### src/rtl/div_ceil_seq.sv
// Multi-cycle unsigned ceiling divider (radix-2 restoring) with valid/ready on both sides.
// Optional build macro DIV_CEIL_SEQ_EARLY_OUT_EN: operations with n < d finish in one cycle.
module div_ceil_seq #(
  parameter int W = 8
) (
  input  logic         clk,
  input  logic         arst_n,
  input  logic         in_vld,
  output logic         in_rdy,
  input  logic [W-1:0] in_n,
  input  logic [W-1:0] in_d,
  output logic         out_vld,
  input  logic         out_rdy,
  output logic [W-1:0] out_q,
  output logic [W-1:0] out_r,
  output logic         out_dz,
  output logic         busy
);

  localparam int CW = $clog2(W + 1);

  typedef enum logic [1:0] {IDLE, BUSY, DONE} state_t;

  state_t         state_q, state_d;
  logic [W-1:0]   d_q, d_d;
  logic [W-1:0]   rem_q, rem_d;
  logic [W-1:0]   quo_q, quo_d;
  logic [W-1:0]   qres_q, qres_d;
  logic [W-1:0]   rres_q, rres_d;
  logic           dz_q, dz_d;
  logic [CW-1:0]  cnt_q, cnt_d;

  logic [W:0]     rem_sh;
  logic [W:0]     rem_sub;
  logic           first_cyc;
  logic           early_out;

  always_comb begin
    rem_sh    = {rem_q, quo_q[W-1]};
    rem_sub   = rem_sh - {1'b0, d_q};
    // quo_q still holds the untouched dividend on the first BUSY cycle
    first_cyc = (cnt_q == CW'(W));
`ifdef DIV_CEIL_SEQ_EARLY_OUT_EN
    early_out = (quo_q < d_q);
`else
    early_out = 1'b0;
`endif

    state_d = state_q;
    d_d     = d_q;
    rem_d   = rem_q;
    quo_d   = quo_q;
    qres_d  = qres_q;
    rres_d  = rres_q;
    dz_d    = dz_q;
    cnt_d   = cnt_q;

    case (state_q)
      IDLE: begin
        if (in_vld) begin
          d_d     = in_d;
          quo_d   = in_n;
          rem_d   = '0;
          cnt_d   = CW'(W);
          state_d = BUSY;
        end
      end
      BUSY: begin
        if (first_cyc && (d_q == '0)) begin
          qres_d  = '1;
          rres_d  = quo_q;
          dz_d    = 1'b1;
          state_d = DONE;
        end else if (first_cyc && early_out) begin
          qres_d  = {{(W-1){1'b0}}, (quo_q != '0)};
          rres_d  = quo_q;
          dz_d    = 1'b0;
          state_d = DONE;
        end else if (cnt_q == '0) begin
          // No overflow: a nonzero remainder implies d >= 2, so quo <= (2^W-1)/2
          qres_d  = quo_q + {{(W-1){1'b0}}, (rem_q != '0)};
          rres_d  = rem_q;
          dz_d    = 1'b0;
          state_d = DONE;
        end else begin
          if (rem_sh >= {1'b0, d_q}) begin
            rem_d = rem_sub[W-1:0];
            quo_d = {quo_q[W-2:0], 1'b1};
          end else begin
            rem_d = rem_sh[W-1:0];
            quo_d = {quo_q[W-2:0], 1'b0};
          end
          cnt_d = cnt_q - CW'(1);
        end
      end
      DONE: begin
        if (out_rdy) state_d = IDLE;
      end
      default: state_d = IDLE;
    endcase
  end

  always_ff @(posedge clk or negedge arst_n) begin
    if (!arst_n) begin
      state_q <= IDLE;
      d_q     <= '0;
      rem_q   <= '0;
      quo_q   <= '0;
      qres_q  <= '0;
      rres_q  <= '0;
      dz_q    <= 1'b0;
      cnt_q   <= '0;
    end else begin
      state_q <= state_d;
      d_q     <= d_d;
      rem_q   <= rem_d;
      quo_q   <= quo_d;
      qres_q  <= qres_d;
      rres_q  <= rres_d;
      dz_q    <= dz_d;
      cnt_q   <= cnt_d;
    end
  end

  assign in_rdy  = (state_q == IDLE);
  assign busy    = (state_q != IDLE);
  assign out_vld = (state_q == DONE);
  assign out_q   = qres_q;
  assign out_r   = rres_q;
  assign out_dz  = dz_q;

endmodule
### config.mk
export PLATFORM = sky130hd
export DESIGN_NAME = div_ceil_seq
export DESIGN_NICKNAME = d
export VERILOG_FILES = /design/src/rtl/div_ceil_seq.sv
export SDC_FILE = /design/constraint.sdc
export NUM_CORES = 1
export LEC_CHECK = 0
export ABC_AREA = 1
export BUFFER_PORTS_ARGS = -buffer_cell sky130_fd_sc_hd__buf_2
export CORE_ASPECT_RATIO = 0.7
export CORE_MARGIN = 3
export CORE_UTILIZATION = 25
export DETAILED_ROUTE_END_ITERATION = 10
export GPL_ROUTABILITY_DRIVEN = 0
export PLACE_DENSITY_LB_ADDON = 0.08
export SLEW_MARGIN = 20
export SYNTH_ARGS = -nofsm -noshare
export SYNTH_HDL_FRONTEND = slang
export SYNTH_SLANG_ARGS = --single-unit
### constraint.sdc
create_clock -name clk -period 2.25 [get_ports clk]
set_input_delay 0.5625 -clock clk [delete_from_list [all_inputs] [get_ports clk]]
set_output_delay 0.5625 -clock clk [all_outputs]
set_load 0.02 [all_outputs]
Word-level counts from Yosys, hierarchy flattened

Cells that the tools add are included.

Flip-flop bits (word level): 47
Input bits: 20
Output and inout port bits: 20

Add/subtract/negate cells: 3
Order comparisons: 1
Equality and inequality tests: 8
Multiplexer cells: 25
Reduce and logical (&&, ||, !) cells: 12

Operator list:

| cell                  | count |
|---|---|
| $mux W8               | 11 |
| $pmux W8 S2           | 2 |
| $mux W4               | 3 |
| $ge A9 B8 Y1          | 1 |
| $add A8 B1 Y8         | 1 |
| $logic_not A8 Y1      | 1 |
| $mux W2               | 4 |
| $pmux W4 S2           | 1 |
| $reduce_bool A8 Y1    | 1 |
| $sub A8 B8 Y8         | 1 |
| $ne A2 B2 Y1 const B  | 3 |
| $pmux W2 S3           | 1 |
| $reduce_bool A2 Y1    | 3 |
| $eq A4 B4 Y1 const B  | 1 |
| $logic_not A4 Y1      | 1 |
| $reduce_and A2 Y1     | 2 |
| $reduce_and A4 Y1     | 1 |
| $sub A4 B1 Y4 const B | 1 |
| $mux W1               | 3 |
| $ne A3 B3 Y1 const B  | 1 |
| $reduce_and A3 Y1     | 1 |
| $eq A2 B1 Y1 const B  | 1 |
| $eq A2 B2 Y1 const B  | 1 |
| $logic_not A2 Y1      | 1 |
| other kinds (2)       | 2 |

Longest topological paths before layout

Word-level depth: 5
Mapped depth: 12
Depth with buffers taken out: 12

Least setup slack after synthesis

No wires, ideal clock.

Kind: register to register
Start: register rem_q[7]
End: register qres_q[6], in the netlist out_q[6]
Setup time: 132 ps
Data arrival time: 1,566 ps
Required time: 2,118 ps
Slack: 552 ps
Stages on the path, launching flop included: 10
Buffers on the path: 0
Clock period less this slack: 1,698 ps
Cell sequence: dfrtp_1 > nor4_1 > nand2_1 > ha_1 > ha_1 > nand3_1 > inv_1 > nand3_1 > xor2_1 > a22oi_2

Cells in the longest elaborated chain, start to end: 4

RTL lines:

| what                     | line | source |
|---|---|---|
| start: declaration       | 26   | `logic [W-1:0] rem_q, rem_d;` |
| start signal: assignment | 116  | `rem_q <= rem_d;` |
| $reduce_bool A8 Y1       | 81   | `qres_d = quo_q + {{(W-1){1'b0}}, (rem_q != '0)};` |
| $add A8 B1 Y8            | 81   |  |
| $mux W8                  | 79   | `end else if (cnt_q == '0) begin` |
| $mux W8                  | 69   | `if (first_cyc && (d_q == '0)) begin` |
| end signal: assignment   | 118  | `qres_q <= qres_d;` |
| end: declaration         | 28   | `logic [W-1:0] qres_q, qres_d;` |

No other way between the ends. The select of a mux whose other input is x is not followed.
A chain may end at the register's enable or synchronous reset.

Worst setup path after layout

Ends and elaborated chain as after synthesis.

==> metrics.md <==
| Metric | Value |
|---|---|
| Status | `completed` |
| Reg2reg start | `rem_q[7]` |
| WL per Instance | `14.4 um` |
| Worst EP arrival | `2.10 ns` |
| Hold Fails Final Rpt | `0` |
| DRT iter0 DRCs | `191` |
| Antenna diodes | `0` |
| Detailed-route DRC error count | `0` |
| Antenna violations before repair | `0` |
| Worst slew pin tran | `0.417 ns` |
| Worst hold path type | `in -> async` |
| Final TNS setup | `0 ns` |
| Critical path data required time | `2.42 ns` |
| PortBufs | `39` |
| TritonCTS Buffers | `5` |
| Starting Density | `25.9%` |
| Core area | `0.0111 mm2` |
| TritonCTS clock tree | `built` |
| Peak VDD IR | `640 uV` |
| CP Max Fanout | `6` |
| Commonest non-fill, non-tap cells in the layout | `nand2_1 (112), dfrtp_1 (47), buf_2 (39), inv_1 (38), nand3_1 (36)` |
| Crit path launch type | `register` |
| Cell Count, Final, Fillers Out | `558` |
| I/O Pins | `40` |
| CTS Root Cell | `clkbuf_16` |
| Leak | `0.00174 uW` |
| Max Cap Viol | `0` |
| Asr flop ratio synth | `100%` |
| Tcrit/Tclk final | `85.9%` |
| Layout area overhead | `18.6%` |
| WS Path Type | `reg -> reg` |
| Peak Freq | `518 MHz` |
| H-tree levels | `2` |
| Synthesized net count | `397` |
| Commonest non-fill, non-tap cell in the layout | `nand2_1` |
| Reg2reg end | `out_q[6]` |
| Die extent in x | `134 um` |
| Register area share after synthesis | `41.0%` |
| Clock period minus worst slack | `1.93 ns` |
| Post-synth cell types | `35` |
| Clock-pin slew on the worst setup and hold paths | `0.07 ns` |
| Pin count of the biggest net entering global routing | `46` |
| Number of flops mapped to enable cells by yosys | `0` |
| Clock Sinks | `47` |
| DRT Wirelength | `8040 um` |
| Gr usage total | `13.6%` |
| R2R cell count | `9` |
| Nets@finish | `437` |
| Worst slew margin | `72.2%` |
| # placed instances | `550` |
| Vias/cell | `4.33` |
| Mapped cell area | `0.00287 mm2` |
| Die height | `95.6 um` |
| CP Capture Type | `register` |
| CTS Buffer Depth | `2` |
| Initial DRT Pass Iterations | `4` |
| Pins Over Slew Limit | `0` |
| Final setup vio count | `0` |
| Worst-Skew Late Latency | `0.29 ns` |
| Yosys reg bits | `47` |
| Total gr overflow | `0` |
| R2r setup slk | `0.32 ns` |
| Ys flop type | `dfrtp_1` |
| Final ANT Viol Nets | `0` |
| Vias in the first global route | `2374` |
| Layout Skew | `0.00612 ns` |
| Vias | `2415` |
| Layout cell share with drive strength beyond 1 | `22.5%` |
| Die ar. | `0.0128 mm2` |
| Power Dens Cells | `1740 mW/mm2` |
| RSZ-0062 raised after global routing | `no` |
| Final HPWL DP | `6180 um` |
| Post-CTS Hold Fix Bufs | `0` |
| Mean post-synth cell area | `7.88 um2` |
| First-pass GRT wire length | `13400 um` |
| Num rows | `32` |
| Post-Syn Instances | `364` |
| Ys Warns | `0` |
==> cells by family after synthesis <==
family                   after synthesis  synth area share [%]
AO/OA/AOI/OAI                         52                  12.1
XOR/XNOR                               9                  2.75
adder cells (fa/ha/maj)               13                  5.93
buffers and inverters                 60                  9.03
flip-flops                            47                  41.0
AND/OR/NAND/NOR                      183                  29.2
==> worst max path at each step <==
stage / start / end / slack, ns / depth (start not counted)
4_1_cts: rem_q[7] / out_q[6] / 0.24 / 9
3_5_place_dp: rem_q[7] / out_q[6] / 0.25 / 9
3_3_place_gp: rem_q[7] / out_q[6] / 0.22 / 9
5_1_grt: cnt_q[0] / rem_q[4] / 0.08 / 10
6_report: rem_q[7] / out_q[6] / 0.32 / 9
2_1_floorplan: rem_q[7] / out_q[6] / 0.55 / 9
==> worst max-delay path, stage by stage, from the launching register on <==
cell     delay, ns
dfrtp_1       0.47
nor4_2        0.30
nand2_1       0.11
ha_1          0.21
ha_1          0.21
nand3_1       0.09
inv_1         0.07
nand3_1       0.08
xor2_1        0.18
a22oi_2       0.09
==> power breakdown <==
part	internal, uW	switching, uW	leakage [uW]	total, uW
clock network	554	350	0.0000868	904
registers	1220	372	0.000575	1600
logic	1170	2260	0.00108	3430
total	2950	2980	0.00174	5930
==> layout make-up <==
class / count / area [um2]
fillers: 1227 / 7690
repair buffers: 41 / 223
well taps: 153 / 191
flip-flops and latches: 47 / 1180
multi-input cells: 257 / 1440
clock inverters: 2 / 35.0
clock buffers: 6 / 139
inverters: 52 / 198
==> routing by layer <==
metal	GRT usage, %	routed length [um]
met5	0	0
met4	2.54	60
met3	2.53	290
met2	17.2	2860
met1	22.8	4830
==> registers in the layout (all words and copies together) (netlist names) <==
name,flops
out_q,8
rem_q,8
cnt_q,4
out_r,8
quo_q,8
state_q,2
d_q,8
out_dz,1
==> timing repair <==
action | in CTS | in global routing
resized for setup | 0 | 2
setup buffers | 0 | 0
setup endpoints to repair | 0 | 2
==> Yosys cell counts (2+ instances only) <==
| cell type | instances | share of area [%] |
|---|---|---|
| nand2_1 | 112 | 15 |
| dfrtp_1 | 47 | 41 |
| inv_1 | 38 | 5.0 |
| nand3_1 | 36 | 6.3 |
| o21ai_1 | 18 | 3.1 |
| inv_2 | 13 | 1.7 |
| ha_1 | 12 | 5.2 |
| nor2_1 | 12 | 1.6 |
| o21ai_0 | 12 | 2.1 |
| o21ai_2 | 7 | 2.1 |
| xor2_1 | 7 | 2.1 |
| a21oi_1 | 5 | 0.87 |
| a22oi_2 | 4 | 1.7 |
| buf_6 | 4 | 1.6 |
| nand4_1 | 4 | 0.87 |
| nor2_2 | 4 | 0.87 |
| buf_2 | 3 | 0.52 |
| nand2_2 | 3 | 0.65 |
| nor3_1 | 3 | 0.52 |
| nand2_4 | 2 | 0.79 |
| nand3_4 | 2 | 1.2 |
| nor4_1 | 2 | 0.44 |
| xnor2_1 | 2 | 0.61 |
==> through the flow <==
stage / power, uW / cell area (um2) / hold slack, ns / utilization (%) / setup slack, ns
after CTS: 5960 / 3390 / 0.0643 / 30.6 / 0.239
final: 5930 / 3400 / 0.0669 / 30.7 / 0.318
after global routing: 6570 / 3400 / 0.0594 / 30.7 / 0.0766
after global placement: 5090 / 3220 / 0.375 / 29.0 / 0.223
after floorplan: 4200 / 2870 / 0.267 / - / 0.552
after detailed placement: 5040 / 3220 / 0.376 / 29.0 / 0.249
Power figures use the tool's default switching activity.
